## config.mk

```make
export PLATFORM = sky130hd
export DESIGN_NAME = bus_arbiter
export DESIGN_NICKNAME = d
export VERILOG_FILES = /design/src/rtl/bus_arbiter_pkg.sv /design/src/rtl/bus_arbiter_watchdog.sv /design/src/rtl/bus_arbiter.sv
export SDC_FILE = /design/constraint.sdc
export NUM_CORES = 1
export LEC_CHECK = 0
export BUFFER_PORTS_ARGS = -buffer_cell sky130_fd_sc_hd__buf_2
export CELL_PAD_IN_SITES_DETAIL_PLACEMENT = 1
export CELL_PAD_IN_SITES_GLOBAL_PLACEMENT = 1
export CORE_MARGIN = 2
export CORE_UTILIZATION = 30
export DETAILED_ROUTE_END_ITERATION = 8
export GPL_TIMING_DRIVEN = 0
export HOLD_SLACK_MARGIN = 0.1
export PLACE_DENSITY = 0.89
export SLEW_MARGIN = 20
export SYNTH_ARGS = -nofsm -noshare
export SYNTH_HDL_FRONTEND = slang
export SYNTH_SLANG_ARGS = --single-unit
```

## constraint.sdc

```tcl
create_clock -name clk -period 1.5 [get_ports clk]
set_input_delay 0.225 -clock clk [delete_from_list [all_inputs] [get_ports clk]]
set_output_delay 0.225 -clock clk [all_outputs]
set_load 0.01 [all_outputs]
```

## src/rtl/bus_arbiter_pkg.sv

```systemverilog
// Shared definitions for the fetch / load-store bus arbiter: FSM states,
// watchdog limit, constant words and the registered bus command layout.
package bus_arbiter_pkg;

  typedef enum logic [1:0] {
    IDLE     = 2'd0,
    IF_BUSY  = 2'd1,
    MEM_BUSY = 2'd2
  } arb_state_t;

  localparam logic [7:0]  ArbTimeout = 8'd255;
  localparam logic [31:0] ZeroWord   = 32'h0000_0000;
  localparam logic [3:0]  AllBytes   = 4'b1111;

  typedef struct packed {
    logic        we;
    logic [29:0] addr;
    logic [3:0]  be;
    logic [31:0] wdata;
  } bus_cmd_t;

  // Fetch is always a full-word read.
  function automatic bus_cmd_t if_cmd(input logic [29:0] word_addr);
    bus_cmd_t c;
    c.we    = 1'b0;
    c.addr  = word_addr;
    c.be    = AllBytes;
    c.wdata = ZeroWord;
    return c;
  endfunction

  function automatic bus_cmd_t mem_cmd(input logic        we,
                                       input logic [29:0] word_addr,
                                       input logic [3:0]  sel,
                                       input logic [31:0] wdata);
    bus_cmd_t c;
    c.we    = we;
    c.addr  = word_addr;
    c.be    = sel;
    c.wdata = wdata;
    return c;
  endfunction

endpackage

```

## src/rtl/bus_arbiter_watchdog.sv

```systemverilog
// 8-bit busy-cycle watchdog for bus_arbiter; only instantiated when
// ARB_TIMEOUT_EN is defined.
module arb_watchdog
  import bus_arbiter_pkg::*;
(
  input  logic clk,
  input  logic rst,
  input  logic clear,
  input  logic enable,
  output logic expired
);

  logic [7:0] r_count;

  // Saturates at the limit so a stalled owner cannot wrap back to zero.
  always_ff @(posedge clk) begin
    if (rst || clear) begin
      r_count <= '0;
    end else if (enable && (r_count != ArbTimeout)) begin
      r_count <= r_count + 8'd1;
    end
  end

  assign expired = (r_count == ArbTimeout);

endmodule

```

## src/rtl/bus_arbiter.sv

```systemverilog
// Two-client (fetch / load-store) arbiter onto one SRAM port, MEM priority,
// no preemption. Optional bus watchdog enabled by macro ARB_TIMEOUT_EN.
module bus_arbiter
  import bus_arbiter_pkg::*;
(
  input  logic        clk,
  input  logic        rst,
  input  logic        if_req,
  input  logic [31:0] if_addr,
  output logic [31:0] if_rdata,
  output logic        if_done,
  output logic        if_err,
  input  logic        mem_req,
  input  logic        mem_we,
  input  logic [31:0] mem_addr,
  input  logic [3:0]  mem_sel,
  input  logic [31:0] mem_wdata,
  output logic [31:0] mem_rdata,
  output logic        mem_done,
  output logic        mem_err,
  output logic        bus_req,
  output logic        bus_we,
  output logic [29:0] bus_addr,
  output logic [3:0]  bus_be,
  output logic [31:0] bus_wdata,
  input  logic [31:0] bus_rdata,
  input  logic        bus_ack,
  output logic        stall_req_if,
  output logic        stall_req_mem
);

  arb_state_t  r_state;
  bus_cmd_t    r_cmd;
  logic        r_bus_req;
  logic [31:0] r_if_rdata;
  logic [31:0] r_mem_rdata;
  logic        r_if_done;
  logic        r_mem_done;
  logic        w_busy;
  logic        w_unused_addr_lsbs;

  assign w_busy             = (r_state != IDLE);
  assign w_unused_addr_lsbs = ^{if_addr[1:0], mem_addr[1:0]};

`ifdef ARB_TIMEOUT_EN
  logic w_expired;
  logic r_if_err;
  logic r_mem_err;

  arb_watchdog u_watchdog (
    .clk     (clk),
    .rst     (rst),
    .clear   (!w_busy),
    .enable  (w_busy && !bus_ack),
    .expired (w_expired)
  );

  assign if_err  = r_if_err;
  assign mem_err = r_mem_err;
`else
  assign if_err  = 1'b0;
  assign mem_err = 1'b0;
`endif

  always_ff @(posedge clk) begin
    if (rst) begin
      r_state     <= IDLE;
      r_cmd       <= '0;
      r_bus_req   <= 1'b0;
      r_if_rdata  <= '0;
      r_mem_rdata <= '0;
      r_if_done   <= 1'b0;
      r_mem_done  <= 1'b0;
`ifdef ARB_TIMEOUT_EN
      r_if_err    <= 1'b0;
      r_mem_err   <= 1'b0;
`endif
    end else begin
      r_if_done  <= 1'b0;
      r_mem_done <= 1'b0;
`ifdef ARB_TIMEOUT_EN
      r_if_err   <= 1'b0;
      r_mem_err  <= 1'b0;
`endif
      if (!w_busy) begin
        // bus_ack is deliberately not looked at while idle.
        if (mem_req) begin
          r_state   <= MEM_BUSY;
          r_bus_req <= 1'b1;
          r_cmd     <= mem_cmd(mem_we, mem_addr[31:2], mem_sel, mem_wdata);
        end else if (if_req) begin
          r_state   <= IF_BUSY;
          r_bus_req <= 1'b1;
          r_cmd     <= if_cmd(if_addr[31:2]);
        end else begin
          r_state   <= IDLE;
        end
      end else if (bus_ack) begin
        r_state   <= IDLE;
        r_bus_req <= 1'b0;
        if (r_state == IF_BUSY) begin
          r_if_done  <= 1'b1;
          r_if_rdata <= bus_rdata;
        end else begin
          r_mem_done <= 1'b1;
          if (!r_cmd.we) begin
            r_mem_rdata <= bus_rdata;
          end
        end
`ifdef ARB_TIMEOUT_EN
      end else if (w_expired) begin
        r_state   <= IDLE;
        r_bus_req <= 1'b0;
        if (r_state == IF_BUSY) begin
          r_if_done <= 1'b1;
          r_if_err  <= 1'b1;
        end else begin
          r_mem_done <= 1'b1;
          r_mem_err  <= 1'b1;
        end
`endif
      end
    end
  end

  assign bus_req   = r_bus_req;
  assign bus_we    = r_cmd.we;
  assign bus_addr  = r_cmd.addr;
  assign bus_be    = r_cmd.be;
  assign bus_wdata = r_cmd.wdata;
  assign if_rdata  = r_if_rdata;
  assign mem_rdata = r_mem_rdata;
  assign if_done   = r_if_done;
  assign mem_done  = r_mem_done;

  assign stall_req_if  = if_req  & ~r_if_done;
  assign stall_req_mem = mem_req & ~r_mem_done;

endmodule

```

Word-level counts from Yosys, hierarchy flattened
Cells that the tools add are included.
{ "totals": {"register_bits": 136, "in_bits": 138, "out_inout_bits": 138, "wordCells": 40} }
{ "classes": {"eq_ne": 2, "mux": 12, "bitwise_logic": 8, "n_reduce_logical": 8} }
{ "ops": {"columns": ["operator", "n"], "rows": [
  ["$mux 67", 2],
  ["$mux 1", 7],
  ["$mux 2", 3],
  ["$not 1->1", 6],
  ["$reduce_and 2->1", 2],
  ["$reduce_and 4->1", 1],
  ["$reduce_bool 2->1", 2],
  ["$reduce_and 3->1", 1],
  ["$reduce_bool 3->1", 1],
  ["$reduce_or 3->1", 1],
  ["$and 1x1->1", 2],
  ["$eq 2x1->1 const B", 1],
  ["$ne 2x2->1 const B", 1]
]} }

Longest topological paths before layout
Gate-level depths: netlist of run 1.
{ "logic_depth": {"ltp_word": 3, "depth_mapped": 6, "depth_no_buf": 3} }

Worst setup path before layout of run 1
OpenSTA, ideal clock, no wires.
{ "synth_timing": {"kind": "flip-flop to flip-flop", "startpoint": "register r_state[1]", "endpoint": "register r_cmd, in the netlist bus_wdata[13]", "setup_time_ns": 0.059, "arrival_ns": 1.310, "required_ns": 1.441, "setup_slack_ns": 0.131, "path_stages_with_launch": 7, "path_buffers": 3, "period_less_slack_ns": 1.369, "cell_sequence": "dfxtp_1 buf_6 or3b_1 buf_6 nor2_8 buf_6 a22o_1"} }
{ "synth_between": {"elab_chain_cells": 3} }
{ "synth_rtl": {"columns": ["element", "line_no", "rtl"], "rows": [
  ["from (decl)", "bus_arbiter.sv:32", "arb_state_t r_state;"],
  ["from (signal assigned)", "bus_arbiter.sv:67", "r_state <= IDLE;"],
  ["from (signal assigned)", "bus_arbiter.sv:88", "r_state <= MEM_BUSY;"],
  ["from (signal assigned)", "bus_arbiter.sv:92", "r_state <= IF_BUSY;"],
  ["$reduce_bool 2->1", "bus_arbiter.sv:42", "assign w_busy = (r_state != IDLE);"],
  ["$not 1->1 (no line)", null, null],
  ["$reduce_and 2->1 (no line)", null, null],
  ["to (signal assigned)", "bus_arbiter.sv:90", "r_cmd <= mem_cmd(mem_we, mem_addr[31:2], mem_sel, mem_wdata);"],
  ["to (signal assigned)", "bus_arbiter.sv:94", "r_cmd <= if_cmd(if_addr[31:2]);"],
  ["to (decl)", "bus_arbiter.sv:33", "bus_cmd_t r_cmd;"]
]} }
No other way between the ends.
A chain may end at the register's enable or synchronous reset.

Final worst setup path of run 1
Same ends and word-level chain as after synthesis.

==> impl_metrics.csv, run 1 <==
group,metric,value,unit
flow_run,max_cap_violations,0,
synth,top_cell_types_by_occurrence_after_synthesis,"sky130_fd_sc_hd__nand2_1, sky130_fd_sc_hd__dfxtp_1, sky130_fd_sc_hd__a21oi_1, sky130_fd_sc_hd__a211oi_1, sky130_fd_sc_hd__mux2i_1",
critical_path,worstSetupPathType,"reg2reg",
sta,slew_viol_final,0,
synth,ys_top_cells_by_area,"sky130_fd_sc_hd__dfxtp_1, sky130_fd_sc_hd__a21oi_1, sky130_fd_sc_hd__nand2_1",
route,totalWireLength,21100,um
layout,syn2layout_area_growth,60.5,%
placement,globalplace.congestion,0.803,
synth,synth.mux.area_fraction,5.92,%
sta,final_hold_violation_count,0,
critical_path,crit_required,1.86,ns
synth,syn-instance-count,572,
synth,fraction_of_synthesized_cell_area_in_xor_and_xnor_cells,0,%
floorplanning,die_width,134,um
power,vdd_drop_max,818,uV
synth,syn_area_per_cell,8.87,um2
floorplanning,initial_core_util,30.7,%
hold_path,holdCritPathClass,"in2reg",
critical_path,critical-path-top-delay-family,"simple AND/OR/NAND/NOR gates",
clock_network,maximum_level_of_the_cts_h_tree,4,
floorplanning,floorplan.rows,47,
clock_network,path_clk_slew,0.06,ns
synth,synth_compound_gate_area_share,21.0,%
global_route,first_pass_grt_wire_length,32300,um
synth,netlist.area_leader.share,53.7,%
floorplanning,top_level_ports,276,
synth,simple_gate_area_share_of_the_yosys_netlist,13.9,%
critical_path,setup.worst_path.start_class,"flip-flop",
global_route,pin_count_of_the_biggest_net_entering_global_routing,17,
route,detail_route.drc_violations,0,
clock_network,clock_root_buffer_master,"sky130_fd_sc_hd__clkbuf_16",
critical_path,path_buf_inv,3,
floorplanning,die_area,18000,um2
critical_path,worst-endpoint-arrival,1.80,ns
clock_network,worst_skew_pair.late_latency,0.42,ns
synth,synth_edf_count,0,
synth,largest_family_of_logic_cells_by_synthesized_area,"compound AO/OA/AOI/OAI gates",
sta,hold_slack,0.131,ns
critical_path,cp_slowest_stage_delay,0.37,ns
route,drt-vias-per-instance,4.86,
route,wire_per_inst,18.1,um
placement,hpwl,14000,um
synth,synth_top_flop_cell,"sky130_fd_sc_hd__dfxtp_1",
outcome,status,"complete, no violations",
sta,grt_setup_unrepaired,"no",
power,sequential_cell_fraction_of_total_power,40.0,%
critical_path,cp_cell_sequence,"buf_6 -> or3b_1 -> buf_6 -> nor2_8 -> buf_6 -> a22o_1",
synth,synth_area_leader_cell,"sky130_fd_sc_hd__dfxtp_1",
floorplanning,die_y,134,um
sta,max_slew.worst_pin.slew,0.615,ns
floorplanning,core_area,16500,um2
synth,synth-async-reset-ratio,0,%
synth,yosysWarningCount,0,
synth,yosys_cell_types,30,
synth,netlist_area,5070,um2
sta,final.min_clock_period,1.45,ns
critical_path,critical-path-top-cell-by-count,"sky130_fd_sc_hd__buf_6",
clock_network,clock_sink_count,136,
sta,finalSetupViolations,0,
placement,port-buffer-count,268,
critical_path,timing.critical_path.to_type,"flip-flop",
clock_network,cts_inserted_buffers,17,
clock_network,clock_path_buffers,2,
power,power-per-cell-area,1220,nW/um2
layout,final_util,49.3,%
route,dr_total_vias,5679,
critical_path,largest_fanout_on_the_critical_path,10,
power,internal-power,7.28,mW
layout,layout-drive-gt1-share,37.4,%
power,clock_group_share_of_total_power,44.3,%
power,netSwitchingFraction,26.7,%
global_route,grt_pass1_vias,6135,
synth,synth_fa_ha_area_share,0,%
sta,fmax,691,MHz
synth,number_of_flip_flops_and_latches_in_the_synthesized_netlist,136,
clock_network,tritoncts_clock_tree,"yes",
power,total_power,9.93,mW
synth,synth-seq-area-share,53.7,%
global_route,gr-usage-all-layers,23.2,%
sta,timing.slew.headroom,59.0,%
synth,yosysMostFrequentCell,"sky130_fd_sc_hd__nand2_1",
power,static_power_due_to_leakage,3.79,nW
power,power_switching,2.65,mW
route,antenna_left,0,
sta,clock_skew,0.00806,ns
layout,nNetsFinal,1071,
global_route,antenna_found_initial,3,
power,gate_power_share,15.7,%
sta,period_utilization,96.5,%
route,drtIter0Drc,176,
global_route,grt_overflow,0,
route,first_pass_iters,4,
critical_path,worst_path_max_delay_cell,"sky130_fd_sc_hd__or3b_1",
## path summary, 6_finish.rpt
check / from / to / slack, ns / cells past startpoint
worst max-delay path: r_state[1]$_SDFFE_PP0P_ / bus_wdata[13]$_SDFFE_PP0P_ / 0.05 / 6
worst max register to register: r_state[1]$_SDFFE_PP0P_ / bus_wdata[13]$_SDFFE_PP0P_ / 0.05 / 6
worst min register to register: mem_rdata[30]$_SDFFE_PP0P_ / mem_rdata[30]$_SDFFE_PP0P_ / 0.45 / 2
worst min-delay path: bus_ack / mem_done$_SDFF_PP0_ / 0.13 / 3
## stage by stage
| stage | worst slack (ns) | cells | instance area (um2) | TNS (ns) |
|---|---|---|---|---|
| finish | 0.0529 | 1169 | 8140 | 0 |
| global placement | -0.395 | 1061 | 6690 | -24.52 |
| global route | 0.0132 | 1169 | 8140 | 0 |
| detailed placement | -0.372 | 1061 | 6690 | -24.59 |
| CTS | 0.00761 | 1165 | 8060 | 0 |
| floorplan | 0.131 | 573 | 5070 | 0 |
## placed cells by master, fill, tap and decap left out, types with 2 or more instances in the layout
master                            n
sky130_fd_sc_hd__a211oi_1        30
sky130_fd_sc_hd__a21oi_1        113
sky130_fd_sc_hd__a22o_1          18
sky130_fd_sc_hd__buf_1            2
sky130_fd_sc_hd__buf_2          283
sky130_fd_sc_hd__buf_4           11
sky130_fd_sc_hd__buf_6            7
sky130_fd_sc_hd__bufinv_16        3
sky130_fd_sc_hd__clkbuf_1         7
sky130_fd_sc_hd__clkbuf_16       17
sky130_fd_sc_hd__clkbuf_2         8
sky130_fd_sc_hd__clkbuf_4         4
sky130_fd_sc_hd__clkbuf_8         2
sky130_fd_sc_hd__clkinv_4         3
sky130_fd_sc_hd__clkinvlp_4       4
sky130_fd_sc_hd__conb_1           2
sky130_fd_sc_hd__dfxtp_1        135
sky130_fd_sc_hd__diode_2          3
sky130_fd_sc_hd__dlygate4sd3_1   70
sky130_fd_sc_hd__inv_1            2
sky130_fd_sc_hd__inv_6            2
sky130_fd_sc_hd__mux2i_1         30
sky130_fd_sc_hd__nand2_1        143
sky130_fd_sc_hd__nand3b_1         2
sky130_fd_sc_hd__nor2_1          10
sky130_fd_sc_hd__nor2_4           2
sky130_fd_sc_hd__nor3_1           4
sky130_fd_sc_hd__o21ai_0         11
sky130_fd_sc_hd__o21ai_1          5
## repair_timing
action | in CTS | in global routing
hold buffers | 70 | 0
buffers inserted | 2 | 3
resized for setup | 11 | 35
cloned | 1 | 0
setup endpoints to repair | 65 | 113
pin swaps | 1 | 5
hold endpoints to repair | 102 | 0
## cell families after synthesis
family	after synthesis
and+or+nand+nor	170
DFF	136
other	1
muxes	30
AOI/OAI and AO/OA	181
buffers and inverters	54
## registers in the layout, summed over array words and instances (netlist names)
register / count
bus_addr: 30
bus_be: 4
bus_req: 1
bus_wdata: 32
bus_we: 1
if_done: 1
if_rdata: 32
mem_done: 1
mem_rdata: 32
r_state: 2
## routing by layer
| metal | wire length, um | track usage [%] | vias to the layer above |
|---|---|---|---|
| met5 | 0 | 0 | - |
| met4 | 705 | 10.4 | 0 |
| met3 | 1430 | 6.65 | 52 |
| met2 | 10800 | 42.1 | 232 |
| met1 | 8140 | 24.9 | 2703 |
| li1 | - | - | 2692 |
## worst register-to-register path: cells and delay by family (launching register included)
| family | cells | cell delay [ns] |
|---|---|---|
| AO/OA/AOI/OAI | 1 | 0.16 |
| AND/OR/NAND/NOR | 2 | 0.49 |
| buffers and inverters | 3 | 0.43 |
| flip-flops | 1 | 0.31 |
## area by class of cell
| class | count | area (um2) |
|---|---|---|
| multi-input cells | 383 | 2100 |
| repair buffers | 344 | 2110 |
| well taps | 220 | 275 |
| clock inverters | 13 | 169 |
| plain buffers | 49 | 292 |
| inverters | 2 | 7.51 |
| clock buffers | 19 | 453 |
| fillers | 1998 | 8390 |
| flip-flops and latches | 136 | 2720 |
| diodes | 3 | 7.51 |
## power by group through the flow
stage,Clock (mW),Combinational [mW],Sequential [mW]
floorplan,0,0.584,4.13
global placement,0,1.30,4.02
detailed placement,0,1.34,4.03
CTS,4.47,1.51,3.95
global route,4.63,1.70,3.99
finish,4.40,1.56,3.97
Note: power is estimated with default switching activity, not from simulation.
==> run 2, diff against run 1 <==
Settings changed: CORE_UTILIZATION 30 to 31, PLACE_DENSITY 0.89 to 0.91, SYNTH_HIERARCHICAL from default to 1.
==> run 2 against run 1 <==
Against the previous run: synthesized cell count did not move; register-to-register slack improved by 0.02 ns; utilization rose by 1.6 points; combinational power barely moved; via count fell by 1.9%; critical path type unchanged; critical endpoint is now bus_wdata[11]$_SDFFE_PP0P_; largest cell class unchanged; largest power group unchanged.
==> impl_metrics.csv, run 2 <==
group,metric,value,unit
outcome,status,"complete, no violations",
synth,number_of_flip_flops_and_latches_in_the_synthesized_netlist,136,
synth,simple_gate_area_share_of_the_yosys_netlist,13.9,%
clock_network,worst_skew_pair.late_latency,0.41,ns
critical_path,critical-path-top-delay-family,"simple AND/OR/NAND/NOR gates",
power,vdd_drop_max,772,uV
critical_path,worst_setup_path_startpoint,"r_state[1]$_SDFFE_PP0P_",
critical_path,endpoint,"bus_wdata[11]$_SDFFE_PP0P_",
placement,placed_cells_incl_taps,1057,
layout,most_common_library_cell_in_the_layout_ignoring_fill_and_taps,"sky130_fd_sc_hd__buf_2",
layout,layout-drive-gt1-share,37.5,%
sta,max_slew.worst_pin.slew,0.565,ns
critical_path,worst-endpoint-arrival,1.78,ns
critical_path,setup.worst_path.start_class,"flip-flop",
route,drtIter0Drc,193,
synth,synth_fa_ha_area_share,0,%
route,detail_route.drc_violations,0,
route,totalWireLength,20600,um
placement,dp_slack,-0.385,ns
route,antenna_left,0,
critical_path,cp_slowest_stage_delay,0.47,ns
layout,final.fill_count,1915,
floorplanning,die_width,132,um
sta,final.min_clock_period,1.43,ns
clock_network,clock_sink_count,136,
critical_path,r2r-end,"bus_wdata[11]$_SDFFE_PP0P_",
global_route,first_pass_grt_wire_length,32600,um
sta,setup_slack,0.0723,ns
layout,layout_common_cells,"sky130_fd_sc_hd__buf_2, sky130_fd_sc_hd__nand2_1, sky130_fd_sc_hd__dfxtp_1",
synth,synth-seq-area-share,53.7,%
clock_network,clock_path_buffers,2,
floorplanning,die_area,17400,um2
clock_network,cts_inserted_buffers,17,
critical_path,path_buf_inv,2,
critical_path,cp_cell_sequence,"buf_6 -> or3b_4 -> nor2_8 -> buf_12 -> a22o_1",
critical_path,worstSetupPathType,"reg2reg",
clock_network,tritoncts_clock_tree,"yes",
critical_path,r2r_start,"r_state[1]$_SDFFE_PP0P_",
hold_path,hold_depth,3,
synth,fraction_of_synthesized_cell_area_in_xor_and_xnor_cells,0,%
global_route,pin_count_of_the_biggest_net_entering_global_routing,17,
layout,post_route_non_filler_standard_cell_count,1160,
floorplanning,initial_core_util,31.8,%
route,wire_per_inst,17.8,um
synth,synth_area_leader_cell,"sky130_fd_sc_hd__dfxtp_1",
floorplanning,core_area,15900,um2
critical_path,cp_num_cells,5,
synth,synth_edf_count,0,
critical_path,worstRegToRegCells,5,
global_route,grt_pass1_vias,6168,
power,total_power,9.75,mW
floorplanning,die_y,132,um
layout,syn2layout_area_growth,59.8,%
route,drt-vias-per-instance,4.80,
power,power-per-cell-area,1200,nW/um2
sta,final_hold_violation_count,0,
synth,syn-instance-count,572,
synth,synth_compound_gate_area_share,21.0,%
placement,detailed_place.area,6690,um2
layout,area_taken_by_multi_input_logic_gates,2100,um2
synth,ys_top_cells_by_area,"sky130_fd_sc_hd__dfxtp_1, sky130_fd_sc_hd__a21oi_1, sky130_fd_sc_hd__nand2_1",
placement,globalplace.congestion,0.796,
sta,grt_setup_unrepaired,"no",
sta,timing.slew.headroom,62.3,%
placement,port-buffer-count,268,
synth,largest_family_of_logic_cells_by_synthesized_area,"compound AO/OA/AOI/OAI gates",
critical_path,reg2reg_slack,0.07,ns
synth,netlist.area_leader.share,53.7,%
sta,fmax,700,MHz
clock_network,path_clk_slew,0.06,ns
clock_network,maximum_level_of_the_cts_h_tree,4,
route,first_pass_iters,4,
sta,slew_viol_final,0,
layout,final_area,8100,um2
critical_path,crit_required,1.85,ns
layout,final_util,50.8,%
power,static_power_due_to_leakage,3.77,nW
sta,hold_slack,0.136,ns
synth,synth-async-reset-ratio,0,%
synth,top_cell_types_by_occurrence_after_synthesis,"sky130_fd_sc_hd__nand2_1, sky130_fd_sc_hd__dfxtp_1, sky130_fd_sc_hd__a21oi_1, sky130_fd_sc_hd__a211oi_1, sky130_fd_sc_hd__mux2i_1",
sta,totalNegativeSetupSlack,0,ns
placement,hpwl,14000,um
hold_path,holdCritPathClass,"in2reg",
critical_path,worst_path_max_delay_cell,"sky130_fd_sc_hd__or3b_4",
layout,diodes,0,
global_route,gr-usage-all-layers,23.8,%
synth,yosysWarningCount,6,
floorplanning,floorplan.rows,46,
synth,synth.mux.area_fraction,5.92,%
flow_run,max_cap_violations,0,
synth,netlist_area,5070,um2
clock_network,clock_root_buffer_master,"sky130_fd_sc_hd__clkbuf_16",
synth,syn_area_per_cell,8.87,um2
synth,synth_top_flop_cell,"sky130_fd_sc_hd__dfxtp_1",
global_route,grt_overflow,0,
synth,yosys_cell_types,30,
synth,yosysMostFrequentCell,"sky130_fd_sc_hd__nand2_1",
floorplanning,top_level_ports,276,
route,dr_total_vias,5569,
global_route,antenna_found_initial,0,
critical_path,largest_fanout_on_the_critical_path,10,
sta,clock_skew,0.00706,ns
layout,nNetsFinal,1069,
sta,period_utilization,95.2,%
layout,seqCellArea,2720,um2
critical_path,timing.critical_path.to_type,"flip-flop",
sta,finalSetupViolations,0,
-- run 2: cell counts after synthesis --
Identical to the previous run, type by type.
-- run 2: timing repair --
item | in CTS | in global routing
endpoints found under the hold margin | 101 | 0
gates resized for setup | 13 | 19
setup buffers | 1 | 4
setup endpoints to repair | 75 | 126
gates cloned | 0 | 1
hold buffers | 70 | 0
pin swaps | 2 | 4
-- run 2: cells by family (layout without fill, tap and decap cells) --
| logic type | after synthesis | count (layout) |
|---|---|---|
| AO/OA/AOI/OAI | 181 | 181 |
| buffers and inverters | 54 | 425 |
| flip-flops | 136 | 136 |
| multiplexers | 30 | 30 |
| other | 1 | 2 |
| AND/OR/NAND/NOR | 170 | 170 |
-- run 2: final cells by class --
class / instances / area share, %
flip-flops and latches: 136 / 33.6
repair buffers: 344 / 26.3
multi-input cells: 383 / 26.0
clock buffers: 21 / 5.81
plain buffers: 47 / 3.38
well taps: 216 / 3.34
clock inverters: 11 / 1.50
inverters: 2 / 0.0927
-- run 2: worst min-delay path by stage --
stage	from	slack, ns	endpoint
floorplan	bus_ack	0.32	r_state[1]$_SDFFE_PP0P_
global placement	if_rdata[30]$_SDFFE_PP0P_	0.44	if_rdata[30]$_SDFFE_PP0P_
detailed placement	mem_rdata[25]$_SDFFE_PP0P_	0.45	mem_rdata[25]$_SDFFE_PP0P_
CTS	bus_ack	0.13	mem_done$_SDFF_PP0_
global route	if_addr[19]	0.15	bus_addr[17]$_SDFFE_PP0P_
finish	bus_ack	0.14	mem_done$_SDFF_PP0_
-- run 2: per-layer routing --
metal	share of wire (%)	GRT usage, %	vias up	routed length [um]
li1	-	-	2674	-
met1	38	25.2	2613	7910
met2	52	43.2	236	10800
met3	6.5	7.69	46	1330
met4	2.9	9.84	0	588
met5	0	0	-	0
-- run 2: where the power goes --
part	internal, mW	leakage [nW]	switching [mW]
combinational	0.723	2.38	0.833
clock	2.58	0.278	1.65
sequential	3.84	1.11	0.130
total	7.14	3.77	2.61
-- run 2: tightest hold or removal path, delay by kind of cell --
family / cells / cell delay [ns]
and+or+nand+nor: 1 / 0.05
buffers and inverters: 2 / 0.22
==> run 3, diff against run 2 <==
Settings changed: SETUP_SLACK_MARGIN from default to 0.3.
==> run 3 against run 2 <==
Against the previous run: the run now ends with negative setup slack left; clock power fell by 1%; utilization rose by 11 points; global-route usage rose by 5.0 points; clock skew fell by 0.00099 ns; largest cell class is now buffers.
==> impl_metrics.csv, run 3 (synthesis results as in run 2) <==
group,metric,value,unit
power,power-per-cell-area,1050,nW/um2
route,drtIter0Drc,236,
sta,timing.slew.headroom,32.2,%
power,gate_power_share,21.6,%
placement,port-buffer-count,268,
route,totalWireLength,27800,um
placement,hpwl,13900,um
sta,fmax,660,MHz
floorplanning,die_width,132,um
route,detail_route.drc_violations,0,
global_route,antenna_found_initial,1,
critical_path,timing.critical_path.to_type,"flip-flop",
clock_network,cts_inserted_buffers,17,
sta,final.min_clock_period,1.51,ns
floorplanning,core_area,15900,um2
sta,final_hold_violation_count,0,
layout,syn2layout_area_growth,95.8,%
layout,final_area,9930,um2
power,power_switching,2.95,mW
critical_path,worstRegToRegCells,8,
route,first_pass_iters,5,
global_route,first_pass_grt_wire_length,39000,um
flow_run,max_cap_violations,0,
clock_network,clock_sink_count,136,
route,drt-vias-per-instance,5.17,
critical_path,r2r_start,"r_state[1]$_SDFFE_PP0P_",
critical_path,critical-path-top-cell-by-count,"sky130_fd_sc_hd__buf_6",
sta,totalNegativeSetupSlack,-0.0245,ns
critical_path,setup.worst_path.start_class,"flip-flop",
critical_path,r2r-end,"if_rdata[10]$_SDFFE_PP0P_",
clock_network,tritoncts_clock_tree,"yes",
critical_path,cp_cell_sequence,"buf_6 -> buf_12 -> buf_6 -> nand3b_1 -> buf_6 -> buf_8 -> nand2_1 -> a21oi_1",
critical_path,worstSetupPathType,"reg2reg",
sta,max_slew.worst_pin.slew,1.02,ns
critical_path,worst_setup_path_startpoint,"r_state[1]$_SDFFE_PP0P_",
critical_path,cp_slowest_stage_delay,0.32,ns
critical_path,largest_fanout_on_the_critical_path,8,
outcome,status,"finished, violations left",
power,clock_group_share_of_total_power,39.9,%
critical_path,worst-endpoint-arrival,1.84,ns
route,antenna_left,0,
power,static_power_due_to_leakage,4.44,nW
power,netSwitchingFraction,28.3,%
layout,post_route_non_filler_standard_cell_count,1206,
layout,final_util,62.3,%
clock_network,path_clk_slew,0.06,ns
layout,most_common_library_cell_in_the_layout_ignoring_fill_and_taps,"sky130_fd_sc_hd__buf_2",
power,sequential_cell_fraction_of_total_power,38.4,%
power,internal-power,7.47,mW
floorplanning,die_area,17400,um2
hold_path,timing.hold.worst.start,"bus_ack",
placement,globalplace.congestion,0.777,
sta,hold_slack,0.118,ns
placement,placed_cells_incl_taps,1057,
layout,layout_common_cells,"sky130_fd_sc_hd__buf_2, sky130_fd_sc_hd__dfxtp_1, sky130_fd_sc_hd__dlygate4sd3_1",
clock_network,worst_skew_pair.late_latency,0.41,ns
sta,slew_viol_final,0,
layout,layout-drive-gt1-share,61.4,%
floorplanning,top_level_ports,276,
power,total_power,10.4,mW
global_route,grt_pass1_vias,7008,
clock_network,maximum_level_of_the_cts_h_tree,4,
floorplanning,initial_core_util,31.8,%
floorplanning,die_y,132,um
critical_path,reg2reg_slack,-0.01,ns
critical_path,worst_path_max_delay_cell,"sky130_fd_sc_hd__dfxtp_2",
layout,seqCellArea,2760,um2
clock_network,clock_root_buffer_master,"sky130_fd_sc_hd__clkbuf_16",
critical_path,crit_required,1.82,ns
power,vdd_drop_max,797,uV
clock_network,clock_path_buffers,2,
sta,grt_setup_unrepaired,"yes",
hold_path,holdCritPathClass,"in2reg",
route,wire_per_inst,23.1,um
global_route,gr-usage-all-layers,28.7,%
outcome,failing_checks,"negative setup slack",
route,dr_total_vias,6237,
sta,setup_slack,-0.0147,ns
sta,period_utilization,101,%
layout,area_taken_by_multi_input_logic_gates,3040,um2
layout,final.fill_count,1756,
global_route,grt_overflow,0,
sta,clock_skew,0.00608,ns
floorplanning,floorplan.rows,46,
placement,dp_slack,-0.366,ns
critical_path,endpoint,"if_rdata[10]$_SDFFE_PP0P_",
layout,nNetsFinal,1114,
sta,finalSetupViolations,3,
global_route,pin_count_of_the_biggest_net_entering_global_routing,17,
placement,detailed_place.area,6760,um2
## run 3: critical path: cells and delay by family, from the launching register on
kind	cells	cell delay [ns]
buffers and inverters	5	0.70
DFF	1	0.32
and+or+nand+nor	2	0.21
AOI/OAI and AO/OA	1	0.20
## run 3: timing repair
item,in CTS,in global routing
setup endpoints to repair,137,148
setup buffers,26,3
hold endpoints to repair,102,0
pin swaps,62,66
hold buffers,70,0
cloned,15,2
gates resized for setup,172,213
## run 3: final cells by class
type	instances	area share, %
plain buffers	52	5.55
clock buffers	24	4.75
repair buffers	384	27.6
clock inverters	8	0.970
well taps	216	2.72
diodes	1	0.0252
multi-input cells	383	30.6
inverters	2	0.0756
flip-flops and latches	136	27.8
## run 3: per-layer routing
metal | wire, um | vias to the layer above | track usage (%)
li1 | - | 2794 | -
met1 | 9750 | 3039 | 29.0
met2 | 15000 | 294 | 54.3
met3 | 1490 | 110 | 7.23
met4 | 1610 | 0 | 14.9
met5 | 0 | - | 0
## run 3: worst min path at each step
stage	to	slack, ns	cells past startpoint
floorplan	r_state[1]$_SDFFE_PP0P_	0.32	1
global placement	mem_rdata[19]$_SDFFE_PP0P_	0.44	2
detailed placement	mem_rdata[20]$_SDFFE_PP0P_	0.45	2
CTS	mem_done$_SDFF_PP0_	0.11	3
global route	mem_done$_SDFF_PP0_	0.13	3
finish	mem_done$_SDFF_PP0_	0.12	3
## run 3: power groups by stage
stage                     combinational (mW)  clock [mW]  sequential (mW)
after global routing                    2.37        4.36             4.02
after detailed placement                1.38           0             4.03
after global placement                  1.33           0             4.02
final                                   2.25        4.16             4.00
after CTS                               1.91        4.14             3.97
after floorplan                        0.635           0             4.13
